**config.mk**
```make
export PLATFORM = sky130hd
export DESIGN_NAME = fixedpointrequantizer_flat
export DESIGN_NICKNAME = d
export VERILOG_FILES = /design/src/rtl/fixedpointrequantizer_if.sv /design/src/rtl/fixedpointrequantizer.sv /design/src/flat_wrapper.sv
export SDC_FILE = /design/constraint.sdc
export NUM_CORES = 1
export LEC_CHECK = 0
export ABC_AREA = 1
export CAP_MARGIN = 20
export CORE_MARGIN = 4
export CORE_UTILIZATION = 65
export DETAILED_ROUTE_END_ITERATION = 10
export MAX_ROUTING_LAYER = met4
export PLACE_DENSITY = 0.95
export SLEW_MARGIN = 20
export SYNTH_ARGS = -nofsm -noshare
export SYNTH_HDL_FRONTEND = slang
export SYNTH_SLANG_ARGS = --single-unit
```
**constraint.sdc**
```tcl
create_clock -name clk -period 4.1 [get_ports clk]
set_input_delay 1.23 -clock clk [delete_from_list [all_inputs] [get_ports clk]]
set_output_delay 1.23 -clock clk [all_outputs]
set_load 0.01 [all_outputs]
```
**src/rtl/fixedpointrequantizer_if.sv**
```systemverilog
// Valid/ready bus: wide scaler results in, requantized narrow words out.
interface fixedpointrequantizer_if #(
  parameter int unsigned BI = 45,
  parameter int unsigned BO = 8,
  parameter int unsigned BS = 6
);
  logic          i_valid;
  logic          i_ready;
  logic [BI-1:0] i_data;
  logic [BS-1:0] i_shift;
  logic          o_valid;
  logic          o_ready;
  logic [BO-1:0] o_data;
  logic          o_sat;

  modport master (
    output i_valid, i_data, i_shift, o_ready,
    input  i_ready, o_valid, o_data, o_sat
  );

  modport slave (
    input  i_valid, i_data, i_shift, o_ready,
    output i_ready, o_valid, o_data, o_sat
  );
endinterface

```
**src/rtl/fixedpointrequantizer.sv**
```systemverilog
// Requantizer: round-half-up arithmetic right shift of a wide signed result,
// then saturation to BO bits, in a two-stage valid/ready pipeline.
module fixedpointrequantizer #(
  parameter int unsigned BI = 45,
  parameter int unsigned BO = 8,
  parameter int unsigned BS = 6,
  parameter int unsigned BC = 16
) (
  input  logic                   clk,
  input  logic                   clr,
  fixedpointrequantizer_if.slave bus,
  input  logic                   cnt_clr,
  output logic [BC-1:0]          sat_cnt
);
  localparam int unsigned BR = BI + 1;
  localparam int unsigned SW = $clog2(BI);
  localparam logic signed [BR-1:0] MAX_V = {{(BR-BO+1){1'b0}}, {(BO-1){1'b1}}};
  localparam logic signed [BR-1:0] MIN_V = ~MAX_V;

  logic                 s1_valid;
  logic signed [BR-1:0] s1_r;
  logic                 s1_en;
  logic                 s2_en;

  logic [SW-1:0]        shamt_c;
  logic signed [BR-1:0] ext_c;
  logic signed [BR-1:0] half_c;
  logic signed [BR-1:0] sum_c;
  logic signed [BR-1:0] r_c;
  logic                 sat_hi_c;
  logic                 sat_lo_c;
  logic [BO-1:0]        q_c;

  assign s2_en       = !bus.o_valid || bus.o_ready;
  assign s1_en       = !s1_valid || s2_en;
  assign bus.i_ready = s1_en;

  // Stage 1 datapath: one extra bit of headroom keeps the rounding add exact.
  always_comb begin
    shamt_c = (32'(bus.i_shift) > 32'(BI - 1)) ? SW'(BI - 1) : SW'(bus.i_shift);
    ext_c   = {bus.i_data[BI-1], bus.i_data};
    half_c  = (BR'(1) << shamt_c) >> 1;
    sum_c   = ext_c + half_c;
    r_c     = sum_c >>> shamt_c;
  end

  // Data only loads on a valid word so idle X never enters the pipeline.
  always_ff @(posedge clk or negedge clr) begin
    if (!clr) begin
      s1_valid <= 1'b0;
      s1_r     <= '0;
    end else if (s1_en) begin
      s1_valid <= bus.i_valid;
      if (bus.i_valid) s1_r <= r_c;
    end
  end

  always_comb begin
    sat_hi_c = (s1_r > MAX_V);
    sat_lo_c = (s1_r < MIN_V);
    q_c      = s1_r[BO-1:0];
    if (sat_hi_c) q_c = MAX_V[BO-1:0];
    if (sat_lo_c) q_c = MIN_V[BO-1:0];
  end

  always_ff @(posedge clk or negedge clr) begin
    if (!clr) begin
      bus.o_valid <= 1'b0;
      bus.o_data  <= '0;
      bus.o_sat   <= 1'b0;
    end else if (s2_en) begin
      bus.o_valid <= s1_valid;
      if (s1_valid) begin
        bus.o_data <= q_c;
        bus.o_sat  <= sat_hi_c || sat_lo_c;
      end
    end
  end

  // Counts delivered saturated words; sticks at all-ones, clear wins.
  always_ff @(posedge clk or negedge clr) begin
    if (!clr) begin
      sat_cnt <= '0;
    end else if (cnt_clr) begin
      sat_cnt <= '0;
    end else if (bus.o_valid && bus.o_ready && bus.o_sat && (sat_cnt != '1)) begin
      sat_cnt <= sat_cnt + BC'(1);
    end
  end
endmodule
```
**src/flat_wrapper.sv**
```systemverilog
// flat-port wrapper written by rule: the top's interface ports become plain ports
module fixedpointrequantizer_flat 
#(
  parameter int unsigned BI = 45,
  parameter int unsigned BO = 8,
  parameter int unsigned BS = 6,
  parameter int unsigned BC = 16
)
  (clk, clr, cnt_clr, sat_cnt, bus_i_valid, bus_i_data, bus_i_shift, bus_o_ready, bus_i_ready, bus_o_valid, bus_o_data, bus_o_sat);
  fixedpointrequantizer_if #(.BI(BI), .BO(BO), .BS(BS)) bus_i ();
  input  logic clk;
  input  logic clr;
  input  logic cnt_clr;
  output logic [BC-1:0] sat_cnt;
  input wire logic [$bits(bus_i.i_valid)-1:0] bus_i_valid;
  input wire logic [$bits(bus_i.i_data)-1:0] bus_i_data;
  input wire logic [$bits(bus_i.i_shift)-1:0] bus_i_shift;
  input wire logic [$bits(bus_i.o_ready)-1:0] bus_o_ready;
  output wire logic [$bits(bus_i.i_ready)-1:0] bus_i_ready;
  output wire logic [$bits(bus_i.o_valid)-1:0] bus_o_valid;
  output wire logic [$bits(bus_i.o_data)-1:0] bus_o_data;
  output wire logic [$bits(bus_i.o_sat)-1:0] bus_o_sat;
  assign bus_i.i_valid = bus_i_valid;
  assign bus_i.i_data = bus_i_data;
  assign bus_i.i_shift = bus_i_shift;
  assign bus_i.o_ready = bus_o_ready;
  assign bus_i_ready = bus_i.i_ready;
  assign bus_o_valid = bus_i.o_valid;
  assign bus_o_data = bus_i.o_data;
  assign bus_o_sat = bus_i.o_sat;
  fixedpointrequantizer #(.BI(BI), .BO(BO), .BS(BS), .BC(BC)) u_core (.clk(clk), .clr(clr), .bus(bus_i), .cnt_clr(cnt_clr), .sat_cnt(sat_cnt));
endmodule
```
==> flow_metrics.tcl, run 1 <==
set metrics [dict create \
    status "did not finish" \
    syn_area_mm2 0.0100 \
    worstEndpointType "register input" \
    numCtsBuffers 9 \
    cts.sinks 73 \
    placed_cells 2173 \
    place.gp.congestion 1.14 \
    start_util_pct 66.2 \
    grt_repair_worst_endpoint "u_core.s1_r[10]$_DFFE_PN0P_/D" \
    rows 45 \
    yosysUniqueCellTypes 43 \
    synthFlopType "dfrtp_1" \
    ys_warn_count 0 \
    clk_path_buf_depth 2 \
    ioPinCount 83 \
    pre_cts_ws_ns -1.28 \
    yosysTopAreaCell "nand2_1" \
    synth.ff_latch_count 73 \
    synth_seq_area_share_pct 18.2 \
    postCtsHoldBufs 0 \
    async_flop_share_pct 100 \
    htreeDepth 3 \
    synth_edf_count 0 \
    stop_stage "global routing" \
    syn_avg_cell_area_um2 5.55 \
    yosys-top-cells-area "nand2_1, nand3_1, dfrtp_1" \
    portBuffers 82 \
    synth_cells 1808 \
    synth_fp_nets 1911 \
    die_y_um 132 \
    dp_hpwl_um 30300 \
    root_buffer "clkbuf_16" \
    die-width_um 132 \
    synth.top_cell.area_share_pct 20.1 \
    firstError "[ERROR DPL-0038] Utilization greater than 100%, impossible to legalize" \
    grt_max_degree 49 \
]
==> timing repair <==
action,in CTS
resized for setup,232
cloned,1
setup buffers,18
setup endpoints to repair,46
pin swaps,75
==> logic make-up after synthesis <==
family | after synthesis | synth area share, %
buffers and inverters | 310 | 12.1
xor gates and xnor gates | 11 | 0.961
AOI/OAI and AO/OA | 143 | 8.18
DFF | 73 | 18.2
and+or+nand+nor | 1222 | 54.5
adders and majority gates | 47 | 5.94
muxes | 1 | 0.0998
other | 1 | 0.0374
==> per-stage QoR <==
stage          util (%)  hold slack [ns]  TNS (ns)  instance area, um2
2_1_floorplan         -            0.455     -6.56               10200
4_1_cts            88.7            0.514     -8.91               13400
3_3_place_gp       80.1            0.470    -47.13               12100
3_5_place_dp       80.1            0.498    -51.93               12100
==> Yosys cell counts, drive strengths merged, types with 4 or more instances <==
| cell type | number |
|---|---|
| nor4 | 11 |
| o21bai | 4 |
| buf | 35 |
| clkinv | 6 |
| nor2 | 189 |
| dfrtp | 73 |
| ha | 46 |
| o211ai | 4 |
| nand4 | 22 |
| nand3b | 19 |
| a31oi | 24 |
| a22o | 7 |
| nand2 | 552 |
| nand3 | 402 |
| xor2 | 9 |
| inv | 243 |
| or2 | 7 |
| nor3 | 16 |
| o21ai | 24 |
| a21oi | 75 |
| clkbuf | 26 |
==> inputs of run 2 (changes only) <==
- CORE_UTILIZATION: 65 -> 40
- MAX_ROUTING_LAYER: met4 -> unset
- PLACE_DENSITY: 0.95 -> unset
- PLACE_DENSITY_LB_ADDON: unset -> 0.15
==> run 2 against run 1 <==
  * The flow now finishes, with violations (setup timing)
  * Area after synthesis unchanged
  * Synthesized cell count unchanged
==> flow_metrics.tcl, run 2 <==
set metrics [dict create \
    route.detailed.wl_per_inst_um 18.1 \
    yosysUniqueCellTypes 43 \
    firstDrtPassIters 5 \
    first_global_vias 12900 \
    drv_cap 0 \
    violations "setup timing" \
    syn2layout_area_growth_pct 59.1 \
    final_nets 2199 \
    place.gp.congestion 1.05 \
    crit_path_top_delay_cell "ha_4" \
    drive_gt1_share_pct 39.2 \
    syn_avg_cell_area_um2 5.55 \
    status "finished, violations left" \
    n_fill_cell 2180 \
    synth_seq_area_share_pct 18.2 \
    top_register "u_core.s1_r" \
    setup_viol 45 \
    synthFlopType "dfrtp_1" \
    cp_top_family "simple AND/OR/NAND/NOR gates" \
    period_minus_slack_ns 4.58 \
    critPathMaxFanout 4 \
    vias 13600 \
    cts_tree "built" \
    mostFrequentLayoutCells "nand2_1, buf_4, inv_1, nand3_1, nand3_2" \
    startpoint_type "primary input" \
    syn_area_mm2 0.0100 \
    power_density_mw_per_mm2 214 \
    drt_iter0_markers 1344 \
    max_freq_ghz 0.218 \
    antenna_found_initial 0 \
    async_flop_share_pct 100 \
    numCtsBuffers 9 \
    reg.largest.list "u_core.s1_r: 46 flops, u_core.sat_cnt: 16 flops, u_core.bus.o_data: 8 flops" \
    portBuffers 82 \
    drt-total-wl_um 44000 \
    ir_drop_uv 201 \
    worst-path-buf-inv 11 \
    grt_max_degree 49 \
    crit_type "in -> reg" \
    core-area_mm2 0.0245 \
    synth.ff_latch_count 73 \
    synth_edf_count 0 \
    gr-total-overflow 0 \
    die-width_um 166 \
    die_area_mm2 0.0277 \
    finalHoldViolCount 0 \
    viasPerCell 5.60 \
    yosysTopAreaCell "nand2_1" \
    root_buffer "clkbuf_16" \
    worst_slew_pin_slew_ns 0.876 \
    maxSlewViolCount 0 \
    rsz0062_at_grt "yes" \
    largest_reg_flops 46 \
    cp_slowest_stage_delay_ns 0.23 \
    grt_usage_pct 29.6 \
    yosys-top-cells-area "nand2_1, nand3_1, dfrtp_1" \
    critPathCaptureType "register" \
    ioPinCount 83 \
    synth_fp_nets 1911 \
    htreeDepth 3 \
    p_leak_nw 7.70 \
    yosys-top-cells-count "nand2_1, nand3_1, inv_1" \
    relSlewSlack_pct 41.6 \
    rows 57 \
    die_y_um 166 \
    clk_path_buf_depth 2 \
    final_util_pct 65.3 \
    ys_warn_count 0 \
    yosysMostFrequentCell "nand2_1" \
    fin_crit_sh_pct 112 \
    rrSetupSlack_ns 1.73 \
    skew_ns 0.00518 \
    cts.sinks 73 \
    postCtsHoldBufs 0 \
    cp_data_required_time_ns 4.32 \
    drtAntennaViolNets 0 \
    p_total_mw 3.41 \
    grt_pass1_wl_um 67300 \
    synth.top_cell.area_share_pct 20.1 \
    clock_latency_ns 0.33 \
    start_util_pct 41.0 \
    synth_cells 1808 \
    drc 0 \
    fin_ws_ns -0.480 \
    critPathArrivalTime_ns 4.80 \
    n_antenna_cell 0 \
    final_common_cell "nand2_1" \
    dp_hpwl_um 33100 \
    min_path_type "reg -> reg" \
    clk_pin_slew_ns 0.06 \
]
[run 2: timing repair]
| item | in CTS | in global routing |
|---|---|---|
| setup endpoints to repair | 46 | 46 |
| gates resized for setup | 387 | 208 |
| pin swaps | 123 | 124 |
| setup buffers | 29 | 13 |
[run 2: logic make-up (layout without fill, tap and decap cells)]
| family | Yosys count | after routing | share of synthesized area, % |
|---|---|---|---|
| compound gates | 143 | 143 | 8.18 |
| xor+xnor | 11 | 11 | 0.961 |
| fa+ha+maj | 47 | 47 | 5.94 |
| buf+inv | 310 | 603 | 12.1 |
| flops | 73 | 73 | 18.2 |
| mux | 1 | 1 | 0.0998 |
| other cells | 1 | 1 | 0.0374 |
| simple gates | 1222 | 1222 | 54.5 |
[run 2: through the flow]
step                      setup slack, ns  hold slack (ns)  instances  setup TNS, ns  cell area [um2]
after floorplan                    -0.245            0.455       1808          -6.56            10200
after global placement              -1.48            0.477       2368         -60.90            12800
after detailed placement            -1.43            0.479       2368         -60.31            12800
after CTS                          -0.302            0.494       2412         -10.85            14900
after global routing               -0.685            0.514       2425         -26.56            16000
final                              -0.480            0.489       2425         -17.32            16000
[run 2: final cells by class]
type | instances | area, um2 | share of cell area, %
Sequential cell | 73 | 1830 | 11.4
Timing Repair Buffer | 338 | 2920 | 18.3
Clock buffer | 10 | 229 | 1.43
Multi-Input combinational cell | 1425 | 9570 | 59.9
Clock inverter | 6 | 67.6 | 0.423
Tap cell | 324 | 405 | 2.54
Inverter | 249 | 952 | 5.96
[run 2: where the power goes]
part           switching [mW]  internal, mW  leakage (nW)
sequential              0.111         0.850         0.878
combinational           0.995         0.667          6.68
clock                   0.316         0.473         0.139
total                    1.42          1.99          7.70
[run 2: path summary, 6_finish.rpt]
check	endpoint	cells past startpoint	startpoint
min in group asynchronous	u_core.sat_cnt[12]	1	clr
max in group asynchronous	u_core.s1_r[0]	2	clr
worst min register to register	u_core.s1_r[4]	2	u_core.s1_r[4]
worst max register to register	u_core.bus.o_data[1]	6	u_core.s1_r[31]
worst max-delay path	u_core.s1_r[11]	32	bus_i_shift[1]
worst min-delay path	u_core.s1_r[4]	2	u_core.s1_r[4]
[run 2: metal layers]
layer  up-vias  GRT usage (%)  share of wire, %
li1       6485              -                 -
met1      6403           39.7                42
met2       577           49.9                47
met3       109           3.55               7.2
met4         0           9.43               3.6
met5         -              0                 0
[run 2: worst register-to-register path: stages, from the launching register on]
cell	delay, ns
dfrtp_1	0.40
or4_1	0.56
nor4_1	0.33
nand4_1	0.13
o21ai_1	0.51
nand2_1	0.12
a22o_1	0.21
(Power assumes the default switching activity.)
==> inputs of run 3 (changes only) <==
- TNS_END_PERCENT: unset -> 5
==> run 3 against run 2 <==
  * The flow still finishes with violations (setup timing)
  * Combinational power decreased by 14%
  * First-iteration DRC count decreased by 12%
  * Register-to-register slack got worse by 0.13 ns
  * Worst hold slack improved by 0.0016 ns
  * Flip-flop and latch count unchanged
  * Via count decreased by 5.1%
  * Global-route usage decreased by 0.77 points
  * Non-clock buffer count decreased by 32
  * Cell count decreased by 1.3%
  * Clock skew about the same
  * Sequential share of layout area increased by 1.5 points
  * Fmax decreased by 6.2%
==> flow_metrics.tcl, run 3 (synthesis results as in run 2) <==
set metrics [dict create \
    status "finished, violations left" \
    violations "setup timing" \
    die_y_um 166 \
    setup_viol 46 \
    viasPerCell 5.38 \
    fin_cells 2393 \
    die-width_um 166 \
    drv_cap 0 \
    maxSlewViolCount 0 \
    place_area_mm2 0.0128 \
    numCtsBuffers 9 \
    final_area_mm2 0.0142 \
    fin_crit_sh_pct 119 \
    gr-total-overflow 0 \
    n_antenna_cell 0 \
    cp_data_required_time_ns 4.33 \
    crit_path_frequent_cell "nand2_1" \
    final_common_cell "nand2_1" \
    drt-total-wl_um 41100 \
    p_leak_nw 7.04 \
    dp_hpwl_um 33600 \
    crit_path_top_delay_cell "clkdlybuf4s50_1" \
    startpoint_type "primary input" \
    cts.sinks 73 \
    htreeDepth 3 \
    worstHoldPathCells 2 \
    power_density_mw_per_mm2 235 \
    reg.largest.list "u_core.s1_r: 46 flops, u_core.sat_cnt: 16 flops, u_core.bus.o_data: 8 flops" \
    crit_start "bus_i_shift[0]" \
    relSlewSlack_pct 36.0 \
    rsz0062_at_grt "yes" \
    portBuffers 82 \
    p_total_mw 3.33 \
    firstDrtPassIters 6 \
    fin_ws_ns -0.785 \
    rrSetupSlack_ns 1.60 \
    grt_usage_pct 28.8 \
    drive_gt1_share_pct 26.2 \
    min_path_type "reg -> reg" \
    ioPinCount 83 \
    start_util_pct 41.0 \
    antenna_found_initial 0 \
    worst_slew_pin_slew_ns 0.959 \
    die_area_mm2 0.0277 \
    skew_ns 0.00485 \
    clock_latency_ns 0.34 \
    cp_slowest_stage_delay_ns 0.41 \
    place.gp.congestion 0.987 \
    ir_drop_uv 223 \
    first_global_vias 12100 \
    top_register "u_core.s1_r" \
    period_minus_slack_ns 4.88 \
    drt_iter0_markers 1178 \
    crit_type "in -> reg" \
    final_nets 2167 \
    critPathCaptureType "register" \
    route.detailed.wl_per_inst_um 17.2 \
    grt_max_degree 74 \
    largest_reg_flops 46 \
    reg2reg_depth 6 \
    root_buffer "clkbuf_16" \
    syn2layout_area_growth_pct 41.2 \
    clk_path_buf_depth 2 \
    drc 0 \
    placed_cells 2373 \
    critPathArrivalTime_ns 5.12 \
    finalHoldViolCount 0 \
    timing.rr.start "u_core.s1_r[31]" \
    core-area_mm2 0.0245 \
    vias 12900 \
    hold_start "u_core.bus.o_data[7]" \
    rr_endpoint "u_core.bus.o_data[5]" \
    holdPathEnd "u_core.bus.o_data[7]" \
    grt_pass1_wl_um 64900 \
    max_freq_ghz 0.205 \
    cts_tree "built" \
    clk_pin_slew_ns 0.06 \
    drtAntennaViolNets 0 \
    critPathMaxFanout 4 \
    finalHoldWorstSlack_ns 0.491 \
    mostFrequentLayoutCells "nand2_1, nand3_1, inv_1, buf_4, nor2_1" \
    rows 57 \
    postCtsHoldBufs 0 \
]
## run 3: cell types whose count changed in the layout (fill, tap and decap cells not counted), sizes merged
cell | before | now
inv | 244 | 245
bufinv | 1 | 3
buf | 262 | 225
clkinv | 8 | 7
clkinvlp | 2 | 0
clkdlybuf4s50 | 75 | 80
## run 3: how the worst max path moves through the flow
stage	end	cells past startpoint
5_1_grt	u_core.s1_r[26]	31
6_report	u_core.s1_r[25]	36
3_3_place_gp	u_core.s1_r[1]	30
2_1_floorplan	u_core.s1_r[10]	34
4_1_cts	u_core.s1_r[41]	34
3_5_place_dp	u_core.s1_r[1]	30
## run 3: final cells by class
type	count	area [um2]
flip-flops and latches	73	1830
inverters	249	942
multi-input cells	1425	8040
well taps	324	405
repair buffers	306	2590
clock inverters	6	113
fillers	2507	10300
clock buffers	10	239
## run 3: where the power goes
part / internal (mW) / switching (mW) / total (mW)
logic: 0.575 / 0.846 / 1.42
registers: 0.850 / 0.110 / 0.961
clock network: 0.615 / 0.331 / 0.946
total: 2.04 / 1.29 / 3.33
## run 3: worst max-delay path: cells and delay by family
kind            cells  cell delay [ns]
compound gates      1             0.09
buf+inv             7             1.04
fa+ha+maj           1             0.32
simple gates       27             2.43
## run 3: routing by layer
layer | share of wire (%) | global-route usage [%]
met4 | 2.5 | 7.01
met3 | 6.4 | 3.38
met1 | 45 | 40.4
met2 | 46 | 47.6
met5 | 0 | 0
## run 3: timing repair
| item | in CTS | in global routing |
|---|---|---|
| resized for setup | 140 | 95 |
| setup endpoints to repair | 46 | 46 |
| gates cloned | 0 | 0 |
| pin swaps | 17 | 25 |
| setup buffers | 3 | 1 |
## run 3: stage by stage
stage / setup slack (ns) / util (%) / setup TNS (ns)
after floorplan: -0.246 / - / -6.93
after global placement: -1.38 / 52.2 / -57.89
after detailed placement: -1.41 / 52.2 / -58.23
after CTS: -0.668 / 56.3 / -27.98
after global routing: -1.07 / 57.9 / -45.01
final: -0.785 / 57.9 / -30.79
==> inputs of run 4 (changes only) <==
- SETUP_SLACK_MARGIN: unset -> 0.5
==> run 4 against run 3 <==
  * The run still ends with setup timing left
  * Fmax stayed put
  * Global-route usage is the same
  * Clock power is essentially flat
  * Worst hold slack did not move
  * Core utilization about the same
  * Register-to-register slack is essentially flat
  * Total power barely moved
  * First-iteration DRC count unchanged
  * Routed wire length barely moved
  * Critical path type unchanged
==> flow_metrics.tcl, run 4 (synthesis results as in run 2) <==
set metrics [dict create \
    postCtsHoldBufs 0 \
    drt_iter0_markers 1178 \
    first_global_vias 12100 \
    relSlewSlack_pct 36.0 \
    cp_data_required_time_ns 4.33 \
    rr_endpoint "u_core.bus.o_data[5]" \
    drt-total-wl_um 41100 \
    finalHoldViolCount 0 \
    fin_crit_sh_pct 119 \
    start_util_pct 41.0 \
    drc 0 \
    grt_pass1_wl_um 64900 \
    crit_path_top_delay_cell "clkdlybuf4s50_1" \
    max_freq_ghz 0.205 \
    hold_start "u_core.bus.o_data[7]" \
    viasPerCell 5.38 \
    rsz0062_at_grt "yes" \
    ir_drop_uv 223 \
    final_util_pct 57.9 \
    grt_usage_pct 28.8 \
    firstDrtPassIters 6 \
    route.detailed.wl_per_inst_um 17.2 \
    clock_latency_ns 0.34 \
    worst_slew_pin_slew_ns 0.959 \
    n_antenna_cell 0 \
    p_leak_nw 7.04 \
    rrSetupSlack_ns 1.60 \
    period_minus_slack_ns 4.88 \
    cts_tree "built" \
    syn2layout_area_growth_pct 41.1 \
    crit_type "in -> reg" \
    portBuffers 82 \
    critPathCaptureType "register" \
    min_path_type "reg -> reg" \
    timing.rr.start "u_core.s1_r[31]" \
    tns_ns -30.79 \
    mostFrequentLayoutCells "nand2_1, nand3_1, inv_1, buf_4, nor2_1" \
    rows 57 \
    crit_path_frequent_cell "nand2_1" \
    drv_cap 0 \
    setup_viol 46 \
    grt_max_degree 74 \
    drive_gt1_share_pct 26.2 \
    ioPinCount 83 \
    skew_ns 0.00485 \
    die-width_um 166 \
    drtAntennaViolNets 0 \
    top_register "u_core.s1_r" \
    status "finished, violations left" \
    htreeDepth 3 \
    dp_hpwl_um 33600 \
    cp_slowest_stage_delay_ns 0.41 \
    core-area_mm2 0.0245 \
    final_common_cell "nand2_1" \
    final_nets 2167 \
    clk_path_buf_depth 2 \
    cts.sinks 73 \
    violations "setup timing" \
    gr-total-overflow 0 \
    root_buffer "clkbuf_16" \
    critPathArrivalTime_ns 5.12 \
    die_area_mm2 0.0277 \
    clk_pin_slew_ns 0.06 \
    die_y_um 166 \
    worstSetupEndpoint "u_core.s1_r[25]" \
    maxSlewViolCount 0 \
    largest_reg_flops 46 \
    startpoint_type "primary input" \
    vias 12900 \
    numCtsBuffers 9 \
    antenna_found_initial 0 \
    place.gp.congestion 0.987 \
    crit_start "bus_i_shift[0]" \
    fin_ws_ns -0.785 \
    reg.largest.list "u_core.s1_r: 46 flops, u_core.sat_cnt: 16 flops, u_core.bus.o_data: 8 flops" \
    power_density_mw_per_mm2 235 \
    critPathMaxFanout 4 \
    reg2reg_depth 6 \
]
run 4: worst min-delay path by stage:
stage | to | cells after the start | slack [ns]
after CTS | u_core.bus.o_data[7] | 2 | 0.49
final | u_core.bus.o_data[7] | 2 | 0.49
after global routing | u_core.bus.o_data[7] | 2 | 0.52
after detailed placement | u_core.bus.o_data[7] | 2 | 0.47
after global placement | u_core.bus.o_data[7] | 2 | 0.47
after floorplan | u_core.s1_r[3] | 2 | 0.45
run 4: metrics by stage:
stage	std cells	power, mW	worst slack (ns)	hold WS (ns)	area [um2]
floorplan	1808	1.70	-0.246	0.455	10100
global placement	2373	2.25	-1.38	0.467	12800
detailed placement	2373	2.25	-1.41	0.472	12800
CTS	2392	3.26	-0.668	0.487	13800
global route	2393	3.52	-1.07	0.522	14200
finish	2393	3.33	-0.785	0.491	14200
run 4: metal layers:
layer | up-vias | part of all wire [%] | track usage [%]
met3 | 69 | 6.4 | 3.38
met5 | - | 0 | 0
met2 | 451 | 46 | 47.6
met4 | 0 | 2.5 | 7.01
li1 | 6419 | - | -
met1 | 5942 | 45 | 40.4
run 4: area by class of cell:
class	count	area, um2
timing repair buffer	306	2590
tap	324	405
multi-input combinational	1425	8040
fill	2507	10300
clock inverter	6	113
sequential	73	1830
clock buffer	10	239
inverter	249	942
run 4: critical path: cells and delay by family:
kind | cells | cell delay (ns)
buf+inv | 7 | 1.04
compound gates | 1 | 0.09
simple gates | 27 | 2.43
fa+ha+maj | 1 | 0.32
run 4: repair_timing:
| action | in CTS | in global routing |
|---|---|---|
| pin swaps | 17 | 25 |
| gates resized for setup | 141 | 95 |
| setup buffers | 3 | 1 |
| setup endpoints to repair | 47 | 46 |
run 4: power by group:
group / switching (mW) / internal, mW
combinational: 0.846 / 0.574
sequential: 0.110 / 0.850
clock: 0.331 / 0.615
total: 1.29 / 2.04
==> RTL change 1, RTL diff (config.mk and constraints of run 3) <==
`BI` is set to 45 in 3 places; all go to 90.
--- a/src/rtl/fixedpointrequantizer_if.sv
+++ b/src/rtl/fixedpointrequantizer_if.sv
@@ -2,3 +2,3 @@
 interface fixedpointrequantizer_if #(
-  parameter int unsigned BI = 45,
+  parameter int unsigned BI = 90,
   parameter int unsigned BO = 8,
--- a/src/rtl/fixedpointrequantizer.sv
+++ b/src/rtl/fixedpointrequantizer.sv
@@ -3,3 +3,3 @@
 module fixedpointrequantizer #(
-  parameter int unsigned BI = 45,
+  parameter int unsigned BI = 90,
   parameter int unsigned BO = 8,
--- a/src/flat_wrapper.sv
+++ b/src/flat_wrapper.sv
@@ -3,3 +3,3 @@
 #(
-  parameter int unsigned BI = 45,
+  parameter int unsigned BI = 90,
   parameter int unsigned BO = 8,
Ports: changed (resized bus_i_data); port bits go from 83 to 128. The function was not compared with the original's and may differ.
==> RTL change 1 against run 3 <==
The run still ends with setup timing left; total power grew 68%; routed wire length grew 120%; synthesized area grew 92%; worst setup slack gained 0.26 ns; sequential power grew 60%; sequential cell count grew 45; final area grew 98%; first-iteration DRC count grew to 2.8 times the old value; clock power grew 66%; critical path depth shrank 6; critical path type unchanged.
==> RTL change 1: results (changes against run 3) <==
{
  "placement": {
    "io_buffers": {"value": 127, "change": "was 82"},
    "pre_cts_ws": {"value": -1.42, "unit": "ns", "change": "was -1.41 ns"}
  },
  "synthesis": {
    "post_synth_fa_ha_maj_area_fraction": {"value": 0.0426, "change": "was 0.0594"},
    "synth-seq-area-share": {"value": 0.153, "change": "was 0.182"},
    "synth_top_cells_by_area": {"value": "sky130_fd_sc_hd__nand2_1, sky130_fd_sc_hd__nand3_1, sky130_fd_sc_hd__dfrtp_1", "change": "unchanged"},
    "yosys-mux-area-fraction": {"value": 0.00156, "change": "was 0.000998"},
    "post_synth_num_cell_types": {"value": 47, "change": "was 43"},
    "synthesis.nets": {"value": 3763, "change": "was 1911"},
    "synth.top_cells.by_count": {"value": "sky130_fd_sc_hd__nand2_1, sky130_fd_sc_hd__nand3_1, sky130_fd_sc_hd__inv_1", "change": "unchanged"},
    "synthesized_area_fraction_occupied_by_ao_oa_aoi_and_oai_cells": {"value": 0.0714, "change": "was 0.0818"},
    "syn-mean-instance-area": {"value": 5.35, "unit": "sq um", "change": "was 5.55 sq um"}
  },
  "global_route": {
    "first_pass_grt_wire_length": {"value": 135000, "unit": "um", "change": "was 64900 um"},
    "gr-usage-met1": {"value": 0.459, "change": "was 0.404"},
    "met3_usage": {"value": 0.0463, "change": "was 0.0338"}
  },
  "critical_path": {
    "cp-endpoint": {"value": "u_core.s1_r[50]", "change": "was u_core.s1_r[25]"},
    "critPathMaxFanout": {"value": 6, "change": "was 4"},
    "reg2reg_depth": {"value": 8, "change": "was 6"},
    "crit_path_top_delay_cell": {"value": "sky130_fd_sc_hd__ha_1", "change": "was sky130_fd_sc_hd__clkdlybuf4s50_1"}
  },
  "timing": {
    "final_critical_path_setup_slack": {"value": -0.528, "unit": "ns", "change": "was -0.785 ns"},
    "final-setup-viol-count": {"value": 90, "change": "was 46"},
    "worst_clock_skew": {"value": 0.00986, "unit": "ns", "change": "was 0.00485 ns"}
  },
  "drt": {
    "wl_met1": {"value": 38400, "unit": "um", "change": "was 18600 um"},
    "drt-vias-per-instance": {"value": 5.59, "change": "was 5.38"},
    "drtIter0Drc": {"value": 3288, "change": "was 1178"}
  },
  "outcome": {
    "failed_checks": {"value": "setup timing", "change": "unchanged"},
    "outcome": {"value": "complete, but fails checks", "change": "unchanged"}
  },
  "cts": {
    "htreeDepth": {"value": 4, "change": "was 3"}
  },
  "power_and_ir_drop": {
    "net-switching-power": {"value": 2.28, "unit": "mW", "change": "was 1.29 mW"},
    "power_frac_comb": {"value": 0.444, "change": "was 0.427"}
  }
}
## RTL change 1: worst reg2reg max path: stages (launching register included)
cell and delay (ns):
sky130_fd_sc_hd__dfrtp_1 0.42, sky130_fd_sc_hd__inv_1 0.12, sky130_fd_sc_hd__nor4_1 0.35, sky130_fd_sc_hd__nand3_1 0.15, sky130_fd_sc_hd__nor4_1 0.26, sky130_fd_sc_hd__nand4_1 0.29
sky130_fd_sc_hd__o31ai_1 0.34, sky130_fd_sc_hd__nand2_1 0.23, sky130_fd_sc_hd__o21ai_0 0.23
## RTL change 1: area by class of cell
cell class                      count  area (sq um)
Timing Repair inverter              1          8.76
Tap cell                          615           769
Clock buffer                       21           470
Sequential cell                   118          2950
Clock inverter                     11           148
Fill cell                        4791         19600
Inverter                          481          1820
Timing Repair Buffer              566          4750
Multi-Input combinational cell   2861         17100
## RTL change 1: repair_timing
item                       CTS  global route
pin swaps                   49           186
setup buffers               11            19
resized for setup          176           550
setup endpoints to repair   91            91
gates cloned                 2             0
